$ cat src/rtl/slice_logic_pipe.sv
// Two-stage valid/ready pipeline of 4-bit slice logic with per-unit update enables.
// Optional per-unit result parity is built when SLICE_PARITY_EN is defined.
module slice_logic_pipe #(
    parameter int unsigned NUM_UNITS       = 3,
    parameter int unsigned SLICES_PER_UNIT = 3,
    parameter int unsigned CNT_W           = 16,
    localparam int unsigned UW             = 4 * SLICES_PER_UNIT,
    localparam int unsigned W              = UW * NUM_UNITS
) (
    input  logic                 clk,
    input  logic                 rst_n,
    input  logic                 in_valid,
    output logic                 in_ready,
    input  logic [W-1:0]         A,
    input  logic [W-1:0]         B,
    input  logic [NUM_UNITS-1:0] unit_en,
    output logic                 out_valid,
    input  logic                 out_ready,
    output logic [W-1:0]         C,
    output logic [NUM_UNITS-1:0] out_parity,
    input  logic                 count_clr,
    output logic [CNT_W-1:0]     txn_count
);

    logic                 s1_valid_q;
    logic [W-1:0]         a_q;
    logic [W-1:0]         b_q;
    logic [NUM_UNITS-1:0] en_q;
    logic                 out_valid_q;
    logic [W-1:0]         c_q;
    logic [CNT_W-1:0]     txn_q;
    logic                 s2_ready;
    logic [W-1:0]         res;
    logic [W-1:0]         c_d;

    // Stage 2 frees up when empty or draining; stage 1 then always moves on.
    assign s2_ready  = !out_valid_q || out_ready;
    assign in_ready  = !s1_valid_q || s2_ready;
    assign out_valid = out_valid_q;
    assign C         = c_q;
    assign txn_count = txn_q;

    always_comb begin
        res = '0;
        for (int s = 0; s < int'(NUM_UNITS * SLICES_PER_UNIT); s++) begin
            res[4*s]   = ~a_q[4*s];
            res[4*s+1] = ~b_q[4*s];
            res[4*s+2] = ~b_q[4*s+1];
            res[4*s+3] = ~((a_q[4*s+1] | a_q[4*s+2]) & (b_q[4*s+1] | b_q[4*s+2]) &
                           (a_q[4*s+3] | b_q[4*s+3]));
        end
    end

    always_comb begin
        c_d = c_q;
        for (int u = 0; u < int'(NUM_UNITS); u++) begin
            if (en_q[u]) begin
                c_d[UW*u +: UW] = res[UW*u +: UW];
            end
        end
    end

    always_ff @(posedge clk or negedge rst_n) begin
        if (!rst_n) begin
            s1_valid_q  <= 1'b0;
            a_q         <= '0;
            b_q         <= '0;
            en_q        <= '0;
            out_valid_q <= 1'b0;
            c_q         <= '0;
        end else begin
            if (in_ready) begin
                s1_valid_q <= in_valid;
                if (in_valid) begin
                    a_q  <= A;
                    b_q  <= B;
                    en_q <= unit_en;
                end
            end
            if (s2_ready) begin
                out_valid_q <= s1_valid_q;
                if (s1_valid_q) begin
                    c_q <= c_d;
                end
            end
        end
    end

`ifdef SLICE_PARITY_EN
    logic [NUM_UNITS-1:0] par_q;
    logic [NUM_UNITS-1:0] par_d;

    always_comb begin
        par_d = '0;
        for (int u = 0; u < int'(NUM_UNITS); u++) begin
            par_d[u] = ^c_d[UW*u +: UW];
        end
    end

    // Parity follows C exactly, including disabled-unit hold and stalls.
    always_ff @(posedge clk or negedge rst_n) begin
        if (!rst_n) begin
            par_q <= '0;
        end else if (s2_ready && s1_valid_q) begin
            par_q <= par_d;
        end
    end

    assign out_parity = par_q;
`else
    assign out_parity = '0;
`endif

    always_ff @(posedge clk or negedge rst_n) begin
        if (!rst_n) begin
            txn_q <= '0;
        end else if (count_clr) begin
            txn_q <= '0;
        end else if (out_valid_q && out_ready && (txn_q != {CNT_W{1'b1}})) begin
            txn_q <= txn_q + CNT_W'(1);
        end
    end

endmodule

$ cat config.mk
export PLATFORM = sky130hd
export DESIGN_NAME = slice_logic_pipe
export DESIGN_NICKNAME = d
export VERILOG_FILES = /design/src/rtl/slice_logic_pipe.sv
export SDC_FILE = /design/constraint.sdc
export NUM_CORES = 1
export LEC_CHECK = 0
export BUFFER_PORTS_ARGS = -buffer_cell sky130_fd_sc_hd__buf_2
export CORE_MARGIN = 2
export CORE_UTILIZATION = 30
export DETAILED_ROUTE_END_ITERATION = 12
export PLACE_DENSITY = 0.58
export SLEW_MARGIN = 20
export SYNTH_ARGS = -nofsm -noshare
export SYNTH_HDL_FRONTEND = slang
export SYNTH_SLANG_ARGS = --single-unit
export TNS_END_PERCENT = 1
$ cat constraint.sdc
create_clock -name clk -period 2.2 [get_ports clk]
set_input_delay 0.44 -clock clk [delete_from_list [all_inputs] [get_ports clk]]
set_output_delay 0.44 -clock clk [all_outputs]
set_load 0.01 [all_outputs]
==> flow_metrics.tcl <==
set metrics [dict create \
    grt_pass1_wl_mm 18.8 \
    cts_sinks 129 \
    path_max_fanout 21 \
    dominantRegCellSynth "dfrtp_1" \
    synth.top_cell.area_share_pct 62.0 \
    areaGrowthSynthToFinish_pct 31.6 \
    p_switching_w 0.00182 \
    combPwrFrac_pct 14.5 \
    die_h_um 136 \
    start_kind "register" \
    die_x_um 136 \
    leakagePower_nw 3.17 \
    routed_via_density 4.59 \
    whs_path_depth 2 \
    fp-row-count 48 \
    min_period_ns 1.95 \
    ys_ff_latch 129 \
    critPathRequiredTime_ns 2.48 \
    cts_root_buf "clkbuf_16" \
    syn_area_per_cell_um2 12.4 \
    hold_class "in2reg" \
    critPathCaptureType "register" \
    drt_iter0_drc 166 \
    synth_edf_count 0 \
    setup_violations 0 \
    nets 646 \
    crit_type "reg2reg" \
    synth_commonest_cells "129 x dfrtp_1, 55 x mux2_1, 44 x nand2_1, 39 x o21ai_0, 28 x nor2_1" \
    yosysMostFrequentCell "dfrtp_1" \
    numPortBuffers 133 \
    antenna_found_initial 0 \
    htreeDepth 4 \
    drv_slew 0 \
    worstHoldEndpoint "a_q[13]$_DFFE_PN0P_" \
    switching_share_pct 25.4 \
    clock_latency_ns 0.42 \
    grt_max_degree 45 \
    internal_power_w 0.00534 \
    peakVddDrop_uv 532 \
    fill_cells 1647 \
    drtAntennaViolNets 0 \
    regArea_um2 3230 \
    maxCapViolCount 0 \
    core_area_um2 17100 \
    utilization_pct 40.0 \
    syn_inst 420 \
    cts-buffers-inserted 17 \
    synth_cell_types 38 \
    initial_core_util_pct 30.4 \
    skew_ns 0.0210 \
    crit_arrival_ns 2.22 \
    status "finished clean" \
    die_area_um2 18400 \
    hold_viol_final 0 \
    syn-cell-area_um2 5210 \
    io_pins 137 \
    synth_warnings 0 \
    wl_mm 11.7 \
    clk_pin_slew_worst_paths_ns 0.05 \
    p_clk_share_pct 43.0 \
    multiInputGateArea_um2 1880 \
    post_cts_buffers 0 \
    fmax_mhz 514 \
    grt_usage_pct 13.2 \
    vias 3693 \
    first_global_vias 3836 \
    clock_path_buffers 2 \
    rsz0062_at_grt "no" \
    rr_worst_depth 6 \
    async_reset_ff_share_pct 100 \
    drive_above_1_share_pct 36.5 \
    dp_hpwl_mm 8.32 \
    hold_start "A[13]" \
    cts_tree "done" \
    overflow 0 \
    synth_top_area_cell "dfrtp_1" \
    ys_seq_area_share_pct 62.0 \
    seqPwrFrac_pct 42.5 \
    period_share_pct 88.4 \
    postCtsHoldBufs 1 \
    cts_repair_resize_count 0 \
    drtPass1Iterations 4 \
    rr_startpoint "txn_count[0]$_DFFE_PN0P_" \
    drc 0 \
    regToRegEndpoint "txn_count[15]$_DFFE_PN0P_" \
    power_density_nw_per_um2 1040 \
    place_congestion 0.840 \
    wl_per_cell_um 14.5 \
    reg2reg_slack_ns 0.25 \
    final.setup.tns_ns 0 \
    synthTopCellsByArea "dfrtp_1 62%, mux2_1 12%, mux2_2 5.4%, o21ai_0 3.7%, nand2_1 3.2%" \
]
==> worst max path at each step <==
stage / slack, ns / cells past startpoint / start / to
after floorplan: 0.36 / 6 / txn_count[0]$_DFFE_PN0P_ / txn_count[11]$_DFFE_PN0P_
after global placement: 0.33 / 6 / txn_count[0]$_DFFE_PN0P_ / txn_count[9]$_DFFE_PN0P_
after detailed placement: 0.25 / 6 / txn_count[0]$_DFFE_PN0P_ / txn_count[9]$_DFFE_PN0P_
after CTS: 0.24 / 6 / txn_count[0]$_DFFE_PN0P_ / txn_count[15]$_DFFE_PN0P_
after global routing: 0.11 / 6 / txn_count[0]$_DFFE_PN0P_ / txn_count[15]$_DFFE_PN0P_
final: 0.25 / 6 / txn_count[0]$_DFFE_PN0P_ / txn_count[15]$_DFFE_PN0P_
==> cells by family after synthesis <==
logic type,synth area share [%]
DFF,62.0
adders and majority gates,0.240
buffers and inverters,2.21
muxes,17.5
AOI/OAI and AO/OA,7.18
other,0.0720
and+or+nand+nor,10.9
==> worst max-delay path: stages, from the launching register on <==
cell and delay (ns):
dfrtp_1 0.41, ha_1 0.22, nand4_1 0.21, nor4_2 0.31
buf_4 0.27, nor4_1 0.09, mux2_1 0.31
==> sequential cells by signal (all words and copies together), names as in the netlist <==
signal	flops
txn_count	16
a_q	36
en_q	3
s1_valid_q	1
C	36
b_q	36
out_valid	1
==> per-stage QoR <==
stage          area, µm²  hold WS [ns]  power, W  setup WS, ns  instances
3_3_place_gp        6190         0.390   0.00409         0.329        770
5_1_grt             6850         0.228   0.00756         0.110        803
2_1_floorplan       5220         0.144   0.00361         0.365        422
3_5_place_dp        6190         0.393   0.00415         0.253        770
4_1_cts             6850         0.222   0.00729         0.241        803
6_report            6850         0.238   0.00716         0.254        804
==> area by class of cell <==
class                           count  share of cell area, %
Sequential cell                   129                   47.1
Multi-Input combinational cell    268                   27.5
Timing Repair Buffer              146                   11.6
Clock buffer                       18                   6.41
Tap cell                          225                   4.11
Clock inverter                     14                   3.10
Inverter                            3                  0.164
Antenna cell                        1                 0.0365
==> power by group through the flow <==
stage / Clock (W) / Sequential (W) / Combinational [W]
floorplan: 0 / 0.00315 / 0.000458
global placement: 0 / 0.00306 / 0.00103
detailed placement: 0 / 0.00309 / 0.00107
CTS: 0.00317 / 0.00305 / 0.00107
global route: 0.00328 / 0.00310 / 0.00118
finish: 0.00307 / 0.00304 / 0.00104
==> metal layers <==
layer	GRT usage (%)	wire, µm	vias up
li1	-	-	1771
met1	15.6	5070	1803
met2	22.0	5710	109
met3	4.68	796	10
met4	4.80	108	0
met5	0	0	-
==> placed cells by master, fill, tap and decap left out, types with 2 or more instances in the layout <==
cell type	instances
a21oi_1	9
and4_1	2
buf_12	2
buf_2	132
buf_4	10
bufinv_16	5
clkbuf_16	17
clkinv_2	4
clkinv_4	4
conb_1	3
dfrtp_1	129
inv_1	2
mux2_1	55
mux2_2	25
nand2_1	43
nand2b_1	3
nand3_1	9
nand4_1	3
nor2_1	28
nor2b_1	4
nor4_1	5
o21ai_0	39
o21ai_1	2
o22ai_1	9
o31ai_1	5
or3_1	4
or4_1	5
No activity file was read; power rests on OpenSTA's default activity.
